File: src/rtl/comb_interp_pkg.sv
// Shared types and constants for the four-phase comb interpolator commutator.
package comb_interp_pkg;

  localparam int NUM_PHASES = 4;
  localparam int PHASE_W    = 2;

  typedef enum logic [1:0] {
    IDLE,
    WAIT,
    EMIT
  } state_e;

endpackage

File: src/rtl/comb_interp_fmt.sv
// Phase-output formatter: arithmetic right shift by SHIFT, then narrowing to OUT_W.
// Build option COMB_INTERP_ROUND_SAT_EN selects round-half-up with saturation instead of wrap.
module comb_interp_fmt #(
  parameter int PH_W  = 20,
  parameter int OUT_W = 12,
  parameter int SHIFT = 6
) (
  input  logic signed [PH_W-1:0]  ph,
  output logic signed [OUT_W-1:0] out_data
);

`ifdef COMB_INTERP_ROUND_SAT_EN
  localparam logic signed [PH_W:0] HALF = {{PH_W{1'b0}}, 1'b1} << (SHIFT - 1);

  logic signed [PH_W:0] rounded;
  logic signed [PH_W:0] shifted;
  logic                 fits;

  always_comb begin
    rounded = {ph[PH_W-1], ph} + HALF;
    shifted = rounded >>> SHIFT;
    // The narrowed value is exact only when every dropped bit matches the kept sign bit.
    fits    = (&shifted[PH_W:OUT_W-1]) || !(|shifted[PH_W:OUT_W-1]);
    if (fits) begin
      out_data = shifted[OUT_W-1:0];
    end else if (shifted[PH_W]) begin
      out_data = {1'b1, {(OUT_W-1){1'b0}}};
    end else begin
      out_data = {1'b0, {(OUT_W-1){1'b1}}};
    end
  end
`else
  logic signed [PH_W-1:0] shifted;
  logic                   unused_high;

  assign shifted     = ph >>> SHIFT;
  assign out_data    = shifted[OUT_W-1:0];
  assign unused_high = ^shifted[PH_W-1:OUT_W];
`endif

endmodule

File: src/rtl/comb_interp_commutator.sv
// Controller/commutator for the four-phase comb interpolator: launches each input sample into
// phases E1..E4 and serialises their outputs E1 first. Build option: COMB_INTERP_ROUND_SAT_EN.
module comb_interp_commutator
  import comb_interp_pkg::*;
#(
  parameter int IN_W   = 11,
  parameter int PH_W   = 20,
  parameter int OUT_W  = 12,
  parameter int SHIFT  = 6,
  parameter int PH_LAT = 1
) (
  input  logic                    clk,
  input  logic                    rst,
  input  logic                    in_valid,
  output logic                    in_ready,
  input  logic signed [IN_W-1:0]  in_data,
  output logic                    ph_ce,
  output logic signed [IN_W-1:0]  ph_sample,
  input  logic signed [PH_W-1:0]  ph0,
  input  logic signed [PH_W-1:0]  ph1,
  input  logic signed [PH_W-1:0]  ph2,
  input  logic signed [PH_W-1:0]  ph3,
  output logic                    out_valid,
  input  logic                    out_ready,
  output logic signed [OUT_W-1:0] out_data,
  output logic [PHASE_W-1:0]      out_phase
);

  localparam int CNT_W = $clog2(PH_LAT + 1);
  localparam logic [PHASE_W-1:0] LAST_PHASE = PHASE_W'(NUM_PHASES - 1);

  state_e                 state_q, state_d;
  logic [CNT_W-1:0]       cnt_q, cnt_d;
  logic                   ph_ce_q, ph_ce_d;
  logic signed [IN_W-1:0] ph_sample_q, ph_sample_d;
  logic signed [PH_W-1:0] bank_q [NUM_PHASES];
  logic signed [PH_W-1:0] bank_d [NUM_PHASES];
  logic [PHASE_W-1:0]     out_phase_q, out_phase_d;
  logic                   in_hs, out_hs, launch;

  // The last output beat may overlap with accepting the next input.
  assign in_ready  = (state_q == IDLE) ||
                     (state_q == EMIT && out_phase_q == LAST_PHASE && out_ready);
  assign out_valid = (state_q == EMIT);
  assign in_hs     = in_valid && in_ready;
  assign out_hs    = out_valid && out_ready;

  assign ph_ce     = ph_ce_q;
  assign ph_sample = ph_sample_q;
  assign out_phase = out_phase_q;

  always_comb begin
    // NOTE: every _d gets a default first, so no path leaves one unassigned and infers a latch.
    state_d     = state_q;
    cnt_d       = cnt_q;
    ph_ce_d     = 1'b0;
    ph_sample_d = ph_sample_q;
    bank_d      = bank_q;
    out_phase_d = out_phase_q;
    launch      = 1'b0;

    unique case (state_q)
      IDLE: launch = in_hs;
      WAIT: begin
        if (cnt_q == '0) begin
          bank_d[0]   = ph0;
          bank_d[1]   = ph1;
          bank_d[2]   = ph2;
          bank_d[3]   = ph3;
          out_phase_d = '0;
          state_d     = EMIT;
        end else begin
          cnt_d = cnt_q - CNT_W'(1);
        end
      end
      EMIT: begin
        if (out_hs) begin
          if (out_phase_q != LAST_PHASE) begin
            out_phase_d = out_phase_q + PHASE_W'(1);
          end else begin
            state_d = IDLE;
            launch  = in_hs;
          end
        end
      end
      default: state_d = IDLE;
    endcase

    if (launch) begin
      state_d     = WAIT;
      ph_ce_d     = 1'b1;
      ph_sample_d = in_data;
      cnt_d       = CNT_W'(PH_LAT);
    end
  end

  always_ff @(posedge clk) begin
    // NOTE: non-blocking assignments, so every flop samples pre-edge values whatever the block order.
    if (rst) begin
      state_q     <= IDLE;
      cnt_q       <= '0;
      ph_ce_q     <= 1'b0;
      ph_sample_q <= '0;
      out_phase_q <= '0;
      // NOTE: the bank is a memory but is reset, because out_data must read zero right after reset.
      for (int i = 0; i < NUM_PHASES; i++) bank_q[i] <= '0;
    end else begin
      state_q     <= state_d;
      cnt_q       <= cnt_d;
      ph_ce_q     <= ph_ce_d;
      ph_sample_q <= ph_sample_d;
      out_phase_q <= out_phase_d;
      for (int i = 0; i < NUM_PHASES; i++) bank_q[i] <= bank_d[i];
    end
  end

  comb_interp_fmt #(
    .PH_W (PH_W),
    .OUT_W(OUT_W),
    .SHIFT(SHIFT)
  ) u_fmt (
    .ph      (bank_q[out_phase_q]),
    .out_data(out_data)
  );

endmodule

File: config.mk
export PLATFORM = sky130hd
export DESIGN_NAME = comb_interp_commutator
export DESIGN_NICKNAME = d
export VERILOG_FILES = /design/src/rtl/comb_interp_pkg.sv /design/src/rtl/comb_interp_fmt.sv /design/src/rtl/comb_interp_commutator.sv
export SDC_FILE = /design/constraint.sdc
export NUM_CORES = 1
export LEC_CHECK = 0
export CORE_MARGIN = 1
export CORE_UTILIZATION = 40
export DETAILED_ROUTE_END_ITERATION = 10
export PLACE_DENSITY = 0.75
export SYNTH_ARGS = -nofsm -noshare
export SYNTH_HDL_FRONTEND = slang
export SYNTH_SLANG_ARGS = --single-unit
export TNS_END_PERCENT = 30
File: constraint.sdc
create_clock -name clk -period 2.4 [get_ports clk]
set_clock_uncertainty 0.05 [all_clocks]
set_input_delay 0.6 -clock clk [delete_from_list [all_inputs] [get_ports clk]]
set_output_delay 0.6 -clock clk [all_outputs]
set_load 0.01 [all_outputs]
==> results of run 1 <==
## metrics by stage
step | power [mW] | setup slack, ns | instances
2_1_floorplan | 1.39 | 0.405 | 280
5_1_grt | 2.75 | 0.00100 | 449
6_report | 2.63 | 0.0944 | 449
4_1_cts | 2.67 | 0.0620 | 449
3_3_place_gp | 1.58 | -0.0924 | 433
3_5_place_dp | 1.59 | -0.106 | 433
## path summary, 6_finish.rpt
check,from,endpoint,slack (ns)
max reg2reg,out_phase[0]$_SDFFE_PP0P_,cnt_q$_SDFFE_PP0P_,0.73
min,bank_q[32]$_SDFFE_PP0P_,bank_q[32]$_SDFFE_PP0P_,0.40
min reg2reg,bank_q[32]$_SDFFE_PP0P_,bank_q[32]$_SDFFE_PP0P_,0.40
max,out_phase[1]$_SDFFE_PP0P_,out_data[2],0.09
## sequential cells by signal (all words and copies together) (netlist names)
signal and count:
bank_q 48, cnt_q 1, out_phase 2, state_q 2, ph_ce 1, ph_sample 11
## power by group through the flow
stage          Sequential, mW  Clock, mW  Combinational [mW]
2_1_floorplan            1.21          0               0.182
3_3_place_gp             1.21          0               0.377
3_5_place_dp             1.21          0               0.381
4_1_cts                  1.19       1.11               0.372
5_1_grt                  1.20       1.16               0.404
6_report                 1.19       1.08               0.367
## layout make-up
type | instances | area share
clock buffer | 12 | 0.0439
clock inverter | 4 | 0.0196
inverter | 2 | 0.00200
multi-input combinational | 190 | 0.303
sequential | 65 | 0.347
tap | 75 | 0.0250
timing repair buffer | 101 | 0.259
## worst max-delay path: cells and delay by family (launching register included)
| kind | cells | cell delay (ns) |
|---|---|---|
| buffers and inverters | 2 | 0.47 |
| flip-flops | 1 | 0.36 |
| multiplexers | 1 | 0.50 |
## layout by cell type, fill, tap and decap left out, types with 10 or more instances in the layout
cell type,synthesis,routed
buf_4,0,10
clkbuf_8,0,12
a21oi_1,53,53
mux4_2,12,12
dlygate4sd2_1,0,13
nand2_1,98,98
a22o_1,11,11
clkdlybuf4s50_1,0,76
dfxtp_1,65,63
## routing by layer
layer,vias up,global-route usage,routed length (um)
met2,78,0.309,2680
li1,1129,-,-
met4,0,0.0526,43
met5,-,0,0
met3,4,0.0878,547
met1,1008,0.220,2630
## cells by family after synthesis
| group | count (synthesis) |
|---|---|
| and+or+nand+nor | 109 |
| AOI/OAI and AO/OA | 68 |
| DFF | 65 |
| buffers and inverters | 25 |
| muxes | 12 |
| adders and majority gates | 1 |
## timing repair
| item | in CTS | in global routing |
|---|---|---|
| hold endpoints to repair | 0 | 0 |
| resized for setup | 14 | 1 |
| endpoints found under the setup margin | 13 | 1 |
| hold buffers | 0 | 0 |
==> out/metrics.csv, run 1 <==
metric;value;unit
Slew headroom;0.659;
initial antenna violation count;0;
Pins Over Slew Limit;0;
Clock power frac;0.409;
fmax;434;MHz
final hold violation count;0;
Synth Warn #;0;
Critical Path AT;1.66;ns
first-pass GRT wire length;9450;um
pin count of the biggest net entering global routing;51;
Hold WS;0.403;ns
largest family of logic cells by synthesized area;simple AND/OR/NAND/NOR gates;
sw power;0.603;mW
worst hold path type;reg2reg;
Avg Inst Size Synth;9.14;um2
Post-synth top cells;nand2_1 (98), dfxtp_1 (65), a21oi_1 (53);
xor/xnor cell area share of the yosys netlist;0;
Post-synth EDFFs;0;
gr usage total;0.189;
vias per cell;4.94;
postcts setup bufs;0;
clock slew seen by the registers of the worst setup and hold paths;0.07;ns
worst hold path cell count;2;
# IOs;123;
internal power;2.03;mW
P&R area growth vs syn;46.8;%
status;complete, no violations;
total negative slack;0;ns
vias in the first global route;2130;
# clock sinks;65;
period utilization;0.961;
#FFs+latches synth;65;
H-tree levels;3;
CORE AREA;0.00606;mm2
Synth Area in Adders;0.00489;
sequential share of power;0.451;
Root Driver;clkbuf_8;
Avg WL per Cell;13.1;um
mux contribution to synthesized area;0.106;
chip width;82;um
Worst Path Required;1.75;ns
placer congestion estimate;0.738;
Crit-path slowest cell;mux4_2;
combinational power share;0.140;
area leader, netlist;dfxtp_1;
Yosys top cell area share;0.508;
Simple-Gate Fraction of Synth Area;0.177;
leak pwr;1.42;nW
area occupied by multi-input gates;0.00114;mm2
ys flop type;dfxtp_1;
crit path time final;2.31;ns
Port-buffer cells;90;
Syn Nets;376;
Setup CP Type;reg2out;
fraction of layout instances using a drive strength above 1;0.118;
Worst-Margin Slew;0.512;ns
CP Launch Type;flip-flop;
ANT nets after route;0;
post-DP HPWL;3900;um
Final nets;465;
dpl cell area;0.00353;mm2
final WL;5900;um
ANT cells;0;
RSZ-0062 raised after global routing;false;
via count;2219;
crit-path max FO;13;
number of max-cap violations;0;
grt ovf;0;
DRC viols;0;
cells on worst reg2reg path;5;
top post-synthesis cells by area;dfxtp_1 (51%), nand2_1 (14%), mux4_2 (11%);
maximum clock path buffer count;2;
fill cell count;540;
Finished Core Util;0.620;
Pre-Repair DR Iteration Count;4;
Final setup viols;0;
First DRT Iteration DRCs;116;
die area;0.00672;mm2
crit path cell chain;buf_12 -> mux4_2 -> dlygate4sd2_1;
initial core utilization;0.422;
Die Ht;82;um
Slowest Stage Delay on Critical Path;0.50;ns
Synth Instances;280;
design area;0.00376;mm2
Worst VDD drop;0.532;mV
Pwr Density;700;mW/mm2
Worst setup EP type;output port;
count leader, synth;nand2_1;
sw frac;0.229;
row count;28;
Synth Area in Compound Gates;0.155;
CTS tree;yes;
Register Area;0.00130;mm2
synth unique cells;23;
post-synthesis sequential area ratio;0.508;
clock latency on the worst-skew pair;0.33;ns
Num CTS Buffers;9;
Async S/R FF share, synth;0;
Post-Syn Area;0.00256;mm2
No activity file was read; power rests on OpenSTA's default activity.
==> run 2: changes to the inputs <==
--- a/config.mk
+++ b/config.mk
@@ -5,10 +5,12 @@
 export SDC_FILE = /design/constraint.sdc
 export NUM_CORES = 1
 export LEC_CHECK = 0
+export CELL_PAD_IN_SITES_DETAIL_PLACEMENT = 1
+export CELL_PAD_IN_SITES_GLOBAL_PLACEMENT = 2
 export CORE_MARGIN = 1
-export CORE_UTILIZATION = 40
+export CORE_UTILIZATION = 22
 export DETAILED_ROUTE_END_ITERATION = 10
-export PLACE_DENSITY = 0.75
+export PLACE_DENSITY = 0.74
 export SYNTH_ARGS = -nofsm -noshare
 export SYNTH_HDL_FRONTEND = slang
 export SYNTH_SLANG_ARGS = --single-unit
==> run 2 against run 1 <==
Effect of this change:
- clock power is 19% higher
- first-iteration DRC count is 43% lower
- critical path depth stayed put
- die area is 80% higher
- final cell count is 15% higher
- utilization is 28 points lower
- routed wire length is 22% higher
- hold slack worse by 0.0016 ns
- maximum frequency is 0.40% lower
==> out/metrics.csv, run 2 (synthesis gave the netlist of run 1 again) <==
metric;value;unit
Largest register FFs;48;
Worst VDD drop;0.322;mV
initial core utilization;0.225;
Num CTS Buffers;9;
grt ovf;0;
die area;0.0121;mm2
Worst setup EP type;output port;
status;complete, no violations;
Slew headroom;0.302;
# IOs;123;
setup ws final;0.0852;ns
period utilization;0.965;
placer congestion estimate;0.656;
Final setup viols;0;
Die Ht;110;um
DRC viols;0;
maximum clock path buffer count;2;
Worst Path Required;1.75;ns
ANT cells;0;
Root Driver;clkbuf_16;
fmax;432;MHz
vias per cell;4.41;
ANT nets after route;0;
CP Launch Type;flip-flop;
Pins Over Slew Limit;0;
final WL;7200;um
Setup CP Type;reg2out;
pin count of the biggest net entering global routing;51;
crit path time final;2.31;ns
fraction of layout instances using a drive strength above 1;0.116;
clock slew seen by the registers of the worst setup and hold paths;0.05;ns
CTS tree;yes;
dpl cells;500;
Worst-Margin Slew;1.05;ns
worst hold path type;reg2reg;
final hold violation count;0;
row count;39;
first-pass GRT wire length;11600;um
# clock sinks;65;
postcts setup bufs;0;
Register Area;0.00130;mm2
leak pwr;1.45;nW
most common cell after layout, fill and taps aside;nand2_1;
initial antenna violation count;0;
Avg WL per Cell;14.0;um
via count;2272;
vias in the first global route;2379;
CORE AREA;0.0114;mm2
clock latency on the worst-skew pair;0.32;ns
First DRT Iteration DRCs;66;
Pwr Density;728;mW/mm2
crit-path max FO;8;
Port-buffer cells;90;
post-DP HPWL;5010;um
most frequent cells in the layout;nand2_1 (98), clkdlybuf4s50_1 (76), dfxtp_1 (63);
H-tree levels;3;
pre-CTS WS;-0.0994;ns
total negative slack;0;ns
gr usage total;0.127;
P&R area growth vs syn;52.7;%
Pre-Repair DR Iteration Count;4;
fill cell count;1331;
Final nets;464;
Finished Core Util;0.344;
area occupied by multi-input gates;0.00114;mm2
Critical Path AT;1.66;ns
chip width;110;um
number of max-cap violations;0;
final non-filler cell total;515;
RSZ-0062 raised after global routing;false;
Biggest register;bank_q;
## run 2: worst max-delay path: stages, from the launching register on
cell           delay, ns
dfxtp_2             0.38
buf_12              0.15
mux4_2              0.51
dlygate4sd2_1       0.30
## run 2: layer usage
layer  global-route usage  vias up  share of wire  wire length (um)
met2                0.218       60           0.48              3480
met5                    0        -              0                 0
met3               0.0468        5          0.068               488
li1                     -     1127              -                 -
met4               0.0457        0         0.0086                62
met1                0.143     1080           0.44              3170
## run 2: area by class of cell
| class | count | share of cell area |
|---|---|---|
| sequential | 65 | 0.334 |
| multi-input combinational | 190 | 0.292 |
| timing repair buffer | 100 | 0.251 |
| clock buffer | 12 | 0.0656 |
| tap | 143 | 0.0458 |
| clock inverter | 3 | 0.0102 |
| inverter | 2 | 0.00192 |
## run 2: repair_timing
item                       CTS  global route
hold buffers                 0             0
setup endpoints to repair   13             1
gates resized for setup     15             1
## run 2: final timing paths
kind | start | to | slack, ns | cells after the start
setup / recovery | out_phase[1]$_SDFFE_PP0P_ | out_data[5] | 0.09 | 3
hold / removal | bank_q[53]$_SDFFE_PP0P_ | bank_q[53]$_SDFFE_PP0P_ | 0.40 | 2
setup reg to reg | state_q[0]$_SDFFE_PP0P_ | out_phase[1]$_SDFFE_PP0P_ | 0.52 | 3
hold reg to reg | bank_q[53]$_SDFFE_PP0P_ | bank_q[53]$_SDFFE_PP0P_ | 0.40 | 2
## run 2: power by group
part           leakage (nW)  internal [mW]  switching [mW]
clock network         0.148          0.850           0.430
registers             0.531           1.15          0.0412
logic                 0.766          0.209           0.165
## run 2: stage by stage
step                      hold WS [ns]  cell area [um2]  power [mW]
after floorplan                  0.383             2560        1.39
after global placement           0.389             3620        1.59
after detailed placement         0.396             3620        1.60
after CTS                        0.403             3910        2.90
after global routing             0.429             3910        2.99
final                            0.401             3910        2.85
==> run 3: changes to the inputs <==
--- a/config.mk
+++ b/config.mk
@@ -5,10 +5,12 @@
 export SDC_FILE = /design/constraint.sdc
 export NUM_CORES = 1
 export LEC_CHECK = 0
+export CAP_MARGIN = 0
 export CELL_PAD_IN_SITES_DETAIL_PLACEMENT = 1
 export CELL_PAD_IN_SITES_GLOBAL_PLACEMENT = 2
 export CORE_MARGIN = 1
 export CORE_UTILIZATION = 22
+export CTS_BUF_LIST = sky130_fd_sc_hd__clkbuf_16
 export DETAILED_ROUTE_END_ITERATION = 10
 export PLACE_DENSITY = 0.74
 export SYNTH_ARGS = -nofsm -noshare
==> constraint.sdc (replaced) <==
create_clock -name clk -period 2.4 [get_ports clk]
set_clock_uncertainty 0.05 [all_clocks]
set_input_delay 0.48 -clock clk [delete_from_list [all_inputs] [get_ports clk]]
set_output_delay 0.48 -clock clk [all_outputs]
set_load 0.01 [all_outputs]
==> run 3 against run 2 <==
Effect of this change:
- final cell count rose by 0.19%
- total power rose by 11%
- critical path type unchanged
- flip-flop and latch count did not move
- count of clock-buffer cells in the layout fell by 3
- largest power group unchanged
==> out/metrics.csv, run 3 (synthesis gave the netlist of run 1 again) <==
metric;value;unit
Worst-Margin Slew;0.543;ns
initial core utilization;0.225;
Worst VDD drop;0.329;mV
Final setup viols;0;
Worst R2R Start;out_phase[0]$_SDFFE_PP0P_;
number of max-cap violations;0;
final hold violation count;0;
ANT cells;0;
clock slew seen by the registers of the worst setup and hold paths;0.06;ns
die area;0.0121;mm2
Largest register FFs;48;
ANT nets after route;0;
vias per cell;4.36;
total negative slack;0;ns
most common cell after layout, fill and taps aside;nand2_1;
clock latency on the worst-skew pair;0.32;ns
fill cell count;1309;
# IOs;123;
Worst setup EP type;output port;
Post-CTS Hold Fix Bufs;0;
CORE AREA;0.0114;mm2
fmax;450;MHz
via count;2251;
P&R area growth vs syn;55.7;%
Pins Over Slew Limit;0;
H-tree levels;3;
post-DP HPWL;4710;um
grt ovf;0;
Num CTS Buffers;9;
Pwr Density;794;mW/mm2
first-pass GRT wire length;11100;um
status;complete, no violations;
Worst Path Required;1.87;ns
period utilization;0.925;
First DRT Iteration DRCs;74;
crit path time final;2.22;ns
most frequent cells in the layout;nand2_1 (98), clkdlybuf4s50_1 (76), dfxtp_1 (64);
Register Area;0.00130;mm2
Port-buffer cells;90;
dpl cells;499;
CP Launch Type;flip-flop;
CTS tree;yes;
Biggest register;bank_q;
RSZ-0062 raised after global routing;false;
Die Ht;110;um
Worst R2R End;state_q[0]$_SDFFE_PP0P_;
DRC viols;0;
pin count of the biggest net entering global routing;51;
Root Driver;clkbuf_16;
leak pwr;1.54;nW
hold endpoint;bank_q[66]$_SDFFE_PP0P_;
crit-path max FO;8;
worst hold path cell count;2;
cells on worst reg2reg path;5;
r2r setup slk;0.71;ns
Setup CP Type;reg2out;
Critical Path AT;1.69;ns
gr usage total;0.123;
final non-filler cell total;516;
worst hold path type;reg2reg;
initial antenna violation count;0;
Total Power;3.16;mW
fraction of layout instances using a drive strength above 1;0.113;
Pre-Repair DR Iteration Count;3;
final WL;7010;um
Slew headroom;0.638;
maximum clock path buffer count;2;
Final nets;464;
chip width;110;um
hold path start;bank_q[66]$_SDFFE_PP0P_;
# clock sinks;65;
Avg WL per Cell;13.6;um
area occupied by multi-input gates;0.00114;mm2
row count;39;
vias in the first global route;2310;
placer congestion estimate;0.666;
run 3: changes by cell type in the layout (fill, tap and decap cells not counted), moves of 2 or more:
cell,before,now
dlygate4sd2_1,13,8
dlymetal6s2s_1,0,5
bufinv_16,1,4
clkbuf_8,2,0
clkinv_2,2,0
run 3: repair_timing:
| item | in CTS | in global routing |
|---|---|---|
| setup endpoints to repair | 12 | 5 |
| resized for setup | 10 | 5 |
| cloned | 0 | 0 |
| setup buffers | 1 | 0 |
run 3: routing by layer:
layer / vias up / global-route usage / wire, um
met1: 1053 / 0.141 / 3040
met5: - / 0 / 0
met2: 61 / 0.204 / 3310
met3: 7 / 0.0522 / 595
li1: 1130 / - / -
met4: 0 / 0.0429 / 59
run 3: metrics by stage:
| step | utilization | cell area, um2 | hold WS [ns] | setup WS, ns |
|---|---|---|---|---|
| after floorplan | - | 2560 | 0.383 | 0.525 |
| after global placement | 0.317 | 3600 | 0.390 | 0.120 |
| after detailed placement | 0.317 | 3600 | 0.397 | 0.119 |
| after CTS | 0.349 | 3970 | 0.405 | 0.000834 |
| after global routing | 0.351 | 3990 | 0.420 | 0.0276 |
| final | 0.351 | 3990 | 0.403 | 0.180 |
run 3: worst max-delay path by stage:
stage,to,from,depth (start not counted),slack [ns]
floorplan,out_data[0],out_phase[1]$_SDFFE_PP0P_,2,0.52
finish,out_valid,state_q[1]$_SDFFE_PP0P_,2,0.18
CTS,out_data[0],out_phase[1]$_SDFFE_PP0P_,3,0.0008
detailed placement,in_ready,out_ready,4,0.12
global route,out_valid,state_q[1]$_SDFFE_PP0P_,2,0.03
global placement,in_ready,out_ready,4,0.12
run 3: area by class of cell:
cell class,count,share of cell area
multi-input combinational,190,0.286
tap,143,0.0449
sequential,65,0.327
clock inverter,7,0.0355
clock buffer,9,0.0565
inverter,2,0.00188
timing repair buffer,100,0.248
run 3: critical path, stage by stage, from the launching register on:
cell and delay [ns]:
dfxtp_1 0.49, nor2b_1 0.28, clkdlybuf4s50_1 0.60
run 3: power by group:
part / internal (mW) / switching (mW) / total (mW)
Sequential: 1.15 / 0.0392 / 1.19
Combinational: 0.212 / 0.163 / 0.375
Clock: 1.12 / 0.479 / 1.60
